**src/rtl/pp_row_streamer.sv**
```systemverilog
// pp_row_streamer: streams the W shifted partial-product rows of one A x B
// operand pair, one row per valid/ready beat, unsigned or two's complement.
module pp_row_streamer #(
  parameter int  W         = 8,
  parameter bit  SKIP_ZERO = 1'b0,
  localparam int IW        = $clog2(W)
) (
  input  logic            clk,
  input  logic            rst_n,
  input  logic            in_valid,
  output logic            in_ready,
  input  logic [W-1:0]    in_a,
  input  logic [W-1:0]    in_b,
  input  logic            in_signed,
  output logic            pp_valid,
  input  logic            pp_ready,
  output logic [2*W-1:0]  pp_row,
  output logic [IW-1:0]   pp_idx,
  output logic            pp_last,
  output logic            busy
);

  typedef enum logic {
    S_IDLE = 1'b0,
    S_EMIT = 1'b1
  } state_t;

  state_t           r_state;
  state_t           w_state_nxt;
  logic [W-1:0]     r_a;
  logic [W-1:0]     r_b;
  logic             r_signed;
  logic [IW-1:0]    r_idx;
  logic [W-1:0]     w_a_nxt;
  logic [W-1:0]     w_b_nxt;
  logic             w_signed_nxt;
  logic [IW-1:0]    w_idx_nxt;

  logic [W-1:0]     w_hi_b;
  logic [IW-1:0]    w_first;
  logic [IW-1:0]    w_next;
  logic             w_last;
  logic [2*W-1:0]   w_a_ext;
  logic [2*W-1:0]   w_shift;
  logic [2*W-1:0]   w_row;

  // Index of the lowest set bit; 0 when the vector is empty.
  function automatic logic [IW-1:0] f_lsb(
    input logic [W-1:0] v
  );
    logic [IW-1:0] r;
    r = '0;
    for (int i = W - 1; i >= 0; i--) begin
      if (v[i]) r = IW'(i);
    end
    return r;
  endfunction

  // Multiplier bits strictly above the current row.
  always_comb begin
    w_hi_b = '0;
    for (int i = 0; i < W; i++) begin
      w_hi_b[i] = r_b[i] & (i > int'(r_idx));
    end
  end

  assign w_first = SKIP_ZERO ? f_lsb(in_b) : '0;
  assign w_next  = SKIP_ZERO ? f_lsb(w_hi_b)
                             : r_idx + IW'(1);
  assign w_last  = SKIP_ZERO ? (w_hi_b == '0)
                             : (r_idx == IW'(W - 1));

  assign w_a_ext = r_signed ? {{W{r_a[W-1]}}, r_a}
                            : {{W{1'b0}}, r_a};
  assign w_shift = w_a_ext << r_idx;

  // The signed top row carries negative weight.
  always_comb begin
    w_row = '0;
    if (r_b[r_idx]) begin
      if (r_signed && (r_idx == IW'(W - 1)))
        w_row = -w_shift;
      else
        w_row = w_shift;
    end
  end

  always_comb begin
    w_state_nxt  = r_state;
    w_a_nxt      = r_a;
    w_b_nxt      = r_b;
    w_signed_nxt = r_signed;
    w_idx_nxt    = r_idx;
    in_ready     = 1'b0;
    pp_valid     = 1'b0;
    busy         = 1'b0;
    pp_row       = '0;
    pp_idx       = '0;
    pp_last      = 1'b0;
    unique case (r_state)
      S_IDLE: begin
        in_ready = 1'b1;
        if (in_valid) begin
          w_a_nxt      = in_a;
          w_b_nxt      = in_b;
          w_signed_nxt = in_signed;
          w_idx_nxt    = w_first;
          w_state_nxt  = S_EMIT;
        end
      end
      S_EMIT: begin
        pp_valid = 1'b1;
        busy     = 1'b1;
        pp_row   = w_row;
        pp_idx   = r_idx;
        pp_last  = w_last;
        if (pp_ready) begin
          if (w_last) w_state_nxt = S_IDLE;
          else        w_idx_nxt   = w_next;
        end
      end
      default: w_state_nxt = S_IDLE;
    endcase
  end

  always_ff @(posedge clk or negedge rst_n) begin
    if (!rst_n) begin
      r_state  <= S_IDLE;
      r_a      <= '0;
      r_b      <= '0;
      r_signed <= 1'b0;
      r_idx    <= '0;
    end else begin
      r_state  <= w_state_nxt;
      r_a      <= w_a_nxt;
      r_b      <= w_b_nxt;
      r_signed <= w_signed_nxt;
      r_idx    <= w_idx_nxt;
    end
  end

endmodule

```
**config.mk**
```make
export PLATFORM = sky130hd
export DESIGN_NAME = pp_row_streamer
export DESIGN_NICKNAME = d
export VERILOG_FILES = /design/src/rtl/pp_row_streamer.sv
export SDC_FILE = /design/constraint.sdc
export NUM_CORES = 1
export LEC_CHECK = 0
export CORE_MARGIN = 2
export CORE_UTILIZATION = 42
export DETAILED_ROUTE_END_ITERATION = 10
export PLACE_DENSITY = 0.68
export SLEW_MARGIN = 10
export SYNTH_ARGS = -nofsm -noshare
export SYNTH_HDL_FRONTEND = slang
export SYNTH_SLANG_ARGS = --single-unit
```
**constraint.sdc**
```tcl
create_clock -name clk -period 4.4 [get_ports clk]
set_clock_uncertainty 0.05 [all_clocks]
set_input_delay 1.32 -clock clk [delete_from_list [all_inputs] [get_ports clk]]
set_output_delay 1.32 -clock clk [all_outputs]
set_load 0.1 [all_outputs]
```
==> results of run 1 <==
[worst max-delay path: stages, from the launching register on]
cell     delay (ps)
dfrtp_2         470
buf_12          160
mux2i_1         150
nor3b_1         170
or4_1           600
and3_1          240
a41oi_1         290
mux2i_2         310
buf_12          210
[cell type report]
cell class	instances	area share
clock inverter	1	0.00169
timing repair buffer	56	0.236
tap	70	0.0295
sequential	21	0.178
multi-input combinational	213	0.535
inverter	4	0.00507
clock buffer	3	0.0139
[cell families (layout without fill, tap and decap cells)]
logic type / count (synthesis) / count (layout) / share of synthesized area
buffers and inverters: 30 / 64 / 0.0629
adders and majority gates: 3 / 3 / 0.0170
AOI/OAI and AO/OA: 65 / 65 / 0.205
DFF: 21 / 21 / 0.238
and+or+nand+nor: 99 / 99 / 0.227
muxes: 36 / 36 / 0.210
xor gates and xnor gates: 10 / 10 / 0.0397
[flip-flops by register name, indices dropped and copies added, names as in the netlist]
| signal | flops |
|---|---|
| r_signed | 1 |
| r_a | 8 |
| r_idx | 3 |
| r_b | 8 |
| r_state | 1 |
[cell usage in the layout (no fill, tap or decap), drive strengths merged, types with 2 or more instances in the layout]
master,instances
mux2,21
xnor2,5
a211oi,3
a31oi,6
or4,2
o211ai,3
and3b,2
dfrtp,21
a32oi,2
o22ai,5
mux4,5
nor2,25
mux2i,10
clkbuf,3
or2,2
o32ai,2
buf,34
nand2b,10
nand2,26
ha,3
o21ai,10
nand4,2
a21oi,17
nor2b,4
o31ai,2
inv,4
and2b,2
xor2,5
a21o,3
and3,2
clkdlybuf4s50,22
a211o,2
nor3,4
a311oi,2
nand3,8
a41oi,3
and2,3
[worst paths after layout]
check | start | end | slack (ps)
max | r_idx[0] | pp_row[11] | 190
max reg2reg | r_idx[1] | r_idx[0] | 2500
min in group asynchronous | rst_n | r_signed | 1510
min reg2reg | r_b[4] | r_b[4] | 460
max in group asynchronous | rst_n | r_idx[1] | 2200
min | r_b[4] | r_b[4] | 460
[metrics by stage]
stage               hold WS (ps)  std cells  area (µm²)  worst slack [ps]  TNS (ps)
global route                 479        368        2960              93.4         0
CTS                          460        366        2940               105         0
floorplan                    422        264        2260              -368      -683
detailed placement           443        362        2890               278         0
finish                       460        368        2960               189         0
global placement             438        362        2890               346         0
[routing by layer]
metal	vias up	routed length, µm
li1	1044	-
met4	0	51
met2	75	2330
met1	959	2540
met3	6	242
met5	-	0
[timing repair]
action / 4_1_cts / 5_1_grt
setup buffers: 0 / 2
setup endpoints to repair: 1 / 3
gates resized for setup: 1 / 1
==> results.json, run 1 <==
{
  "outcome": "finished clean",
  "whs_path_depth": 1,
  "gr-usage-met1": 0.269,
  "routed-via-count": 2084,
  "worst_ep_required_time_ps": 3030,
  "cts_buffers": 3,
  "multi_input_area_um2": 1590,
  "fin_crit_sh": 0.957,
  "hp-class": "reg -> reg",
  "grt_usage": 0.183,
  "antenna_found_initial": 0,
  "critPathMaxFanout": 6,
  "die_area_um2": 5850,
  "start_util": 0.435,
  "drtPass1Iterations": 4,
  "area_delta_synth_final_pct": 34.3,
  "rsz0062_at_grt": "no",
  "cts_tree": "yes",
  "cts.sinks": 21,
  "syn_nets": 288,
  "synthFlopType": "dfrtp_1",
  "pin_count": 44,
  "ys_types": 59,
  "grt_overflow": 0,
  "h-tree-depth": 1,
  "dpl.hpwl_mm": 4.09,
  "clock_latency_ps": 260,
  "clock_tree.buffer_depth": 2,
  "synthesis.area_um2": 2210,
  "start_kind": "register",
  "core.rowCount": 26,
  "grt_pass1_wl_mm": 9.09,
  "fillers": 463,
  "relSlewSlack": 0.356,
  "cts-root-buf": "clkbuf_8",
  "synth_area_leaders": "dfrtp_1 24%, mux2_2 10%, mux2i_1 4.5%, nand2_1 4.4%, nor2_1 4.3%",
  "async_flop_share": 1.00,
  "reg2regPathDepth": 6,
  "drive_gt1_frac": 0.279,
  "grt_max_degree": 31,
  "max_freq_ghz": 0.237,
  "core-area_um2": 5070,
  "slew_viol_final": 0,
  "drc_errors": 0,
  "yosysWarnings": 0,
  "cp.arrival_ps": 2840,
  "n_antenna_cell": 0,
  "ctsHoldBuffers": 0,
  "max-cap-violations": 0,
  "register_area_um2": 528,
  "worst-slew-pin-transition_ps": 963,
  "period_minus_slack_ps": 4210,
  "worst_setup_hold_path_clk_slew_ps": 70,
  "fp.dieH_um": 76.5,
  "synth-edff-count": 0,
  "setup_viol": 0,
  "grt_pass1_vias": 1890,
  "final_util": 0.584,
  "end_kind": "output pin",
  "grtUsageMet2": 0.289,
  "yosys.area.top_type": "dfrtp_1",
  "place.gp.congestion": 0.935,
  "global_route.usage.met3": 0.0142,
  "grt.busiest_layer": "met2",
  "die_x_um": 76.5,
  "netlist_top_cells_count": "26 x nand2_1, 25 x nor2_1, 21 x dfrtp_1",
  "detail-route-antenna-nets": 0,
  "drt-total-wl_mm": 5.16,
  "portBuffers": 43,
  "final-hold-violation-count": 0,
  "via_per_inst": 5.66,
  "seq_area_frac_synth": 0.238,
  "synth-seq-cells": 21,
  "wl_per_cell_um": 14.0,
  "fin_nets": 323,
  "synth_top_area_share": 0.238,
  "drt_iter0_drc": 142,
  "yosysMostFrequentCell": "nand2_1",
  "critical_path_class": "reg -> out",
  "avgSynthCellArea_um2": 8.36,
  "netlist_instances": 264
}
Power of run 1 is left out: the tool's default activity adds up to more than one toggle a clock period on the data nets, which glitch-free logic cannot reach.
==> inputs of run 2 (changes only) <==
ABC_CLOCK_PERIOD_IN_PS = 4400   (was default)
CTS_BUF_LIST = sky130_fd_sc_hd__clkbuf_4 sky130_fd_sc_hd__clkbuf_8   (was default)
==> results of run 2 <==
No change in the layout: final DEF, timing and power equal those of run 1.
Power of run 2 is left out for the same reason.
==> inputs of run 3 (changes only) <==
SETUP_SLACK_MARGIN = 0.15   (was default)
==> results.json, run 3 (synthesized netlist as in run 1, its figures left out) <==
{
  "outcome": "finished clean",
  "place.gp.congestion": 0.910,
  "n_antenna_cell": 0,
  "via_per_inst": 5.72,
  "cp.arrival_ps": 2780,
  "critPathMaxFanout": 16,
  "cp_top_family": "simple AND/OR/NAND/NOR gates",
  "start_kind": "register",
  "r2r-start": "r_idx[0]",
  "core-area_um2": 5070,
  "global_route.usage.met3": 0.0237,
  "grtUsageMet2": 0.311,
  "hp-class": "reg -> reg",
  "dpl.hpwl_mm": 4.24,
  "antenna_found_initial": 0,
  "wl_per_cell_um": 15.1,
  "worstPathCellList": "buf_4 -> nand2b_1 -> nor3b_1 -> or4_1 -> and3_1 -> a41oi_2 -> mux2i_2 -> buf_12",
  "grt_max_degree": 22,
  "slew_viol_final": 0,
  "worst-slew-pin-transition_ps": 974,
  "setup_viol": 0,
  "relSlewSlack": 0.349,
  "end_kind": "output pin",
  "h-tree-depth": 1,
  "core.rowCount": 26,
  "pin_count": 44,
  "post_dp_cell_area_um2": 2890,
  "max_freq_ghz": 0.241,
  "grt_pass1_wl_mm": 9.45,
  "grt.busiest_layer": "met2",
  "start_util": 0.435,
  "final-hold-violation-count": 0,
  "hold_start": "r_b[1]",
  "worstSetupStartpoint": "r_idx[1]",
  "portBuffers": 43,
  "fp.dieH_um": 76.5,
  "rsz0062_at_grt": "yes",
  "cts.sinks": 21,
  "drtPass1Iterations": 4,
  "max-cap-violations": 0,
  "layout_commonest_cell": "nand2_1",
  "fin_area_um2": 3010,
  "fin_nets": 321,
  "worst_ep_required_time_ps": 3030,
  "final_cell_mix": "23 x nand2_1, 22 x clkdlybuf4s50_1, 20 x mux2_2, 17 x buf_12, 17 x dfrtp_1",
  "grt_pass1_vias": 1936,
  "drive_gt1_frac": 0.307,
  "grt_overflow": 0,
  "fin_crit_sh": 0.942,
  "cts_buffers": 3,
  "slowest_stage": "or4_1",
  "critical_path_class": "reg -> out",
  "clock_tree.buffer_depth": 2,
  "drt_iter0_drc": 129,
  "cpPeakStageDelay_ps": 620,
  "gr-usage-met1": 0.276,
  "cts-root-buf": "clkbuf_8",
  "detail-route-antenna-nets": 0,
  "ctsHoldBuffers": 0,
  "drc_errors": 0,
  "clock_latency_ps": 250,
  "routed-via-count": 2092,
  "cts_tree": "yes",
  "die_area_um2": 5850,
  "fillers": 439,
  "die_x_um": 76.5,
  "grt_usage": 0.192,
  "worst_setup_hold_path_clk_slew_ps": 70,
  "area_delta_synth_final_pct": 36.5,
  "period_minus_slack_ps": 4150,
  "worst-path-buf-inv": 2,
  "top_regs": "r_a (8), r_b (8), r_idx (3)",
  "drt-total-wl_mm": 5.53
}
-- run 3: cell count changes in the layout (fill, tap and decap cells not counted), moves of 2 or more --
cell     delta
nor2_1      -5
buf_4       -4
nor2_2      +4
buf_8       +2
dfrtp_1     -2
dfrtp_2     +2
-- run 3: worst paths after layout --
path | slack, ps | depth (start not counted) | end
min in group asynchronous | 1530 | 1 | r_b[1]
max in group asynchronous | 2140 | 1 | r_idx[0]
max | 250 | 8 | pp_row[11]
min | 450 | 1 | r_b[1]
max reg2reg | 2470 | 6 | r_idx[0]
min reg2reg | 450 | 1 | r_b[1]
-- run 3: layer usage --
metal,up-vias,wire (µm)
li1,1029,-
met1,989,2580
met2,68,2630
met3,6,262
met4,0,46
met5,-,0
-- run 3: what timing repair did --
action,4_1_cts,5_1_grt
gates cloned,0,1
gates resized for setup,3,10
endpoints found under the setup margin,2,6
pin swaps,0,2
buffers inserted,0,1
-- run 3: metrics by stage --
stage	utilization	worst slack [ps]	setup TNS, ps	hold slack, ps	cells
global placement	0.569	429	0	436	360
global route	0.594	137	0	471	366
finish	0.594	254	0	455	366
detailed placement	0.569	390	0	442	360
floorplan	-	-368	-687	422	264
CTS	0.580	164	0	457	364
-- run 3: final cells by class --
class	count	area (µm²)	area share
Multi-Input combinational cell	213	1630	0.539
Sequential cell	21	531	0.176
Tap cell	70	87.6	0.0291
Timing Repair Buffer	54	706	0.234
Clock buffer	4	48.8	0.0162
Inverter	4	15.0	0.00498
Power of run 3 is left out for the same reason.
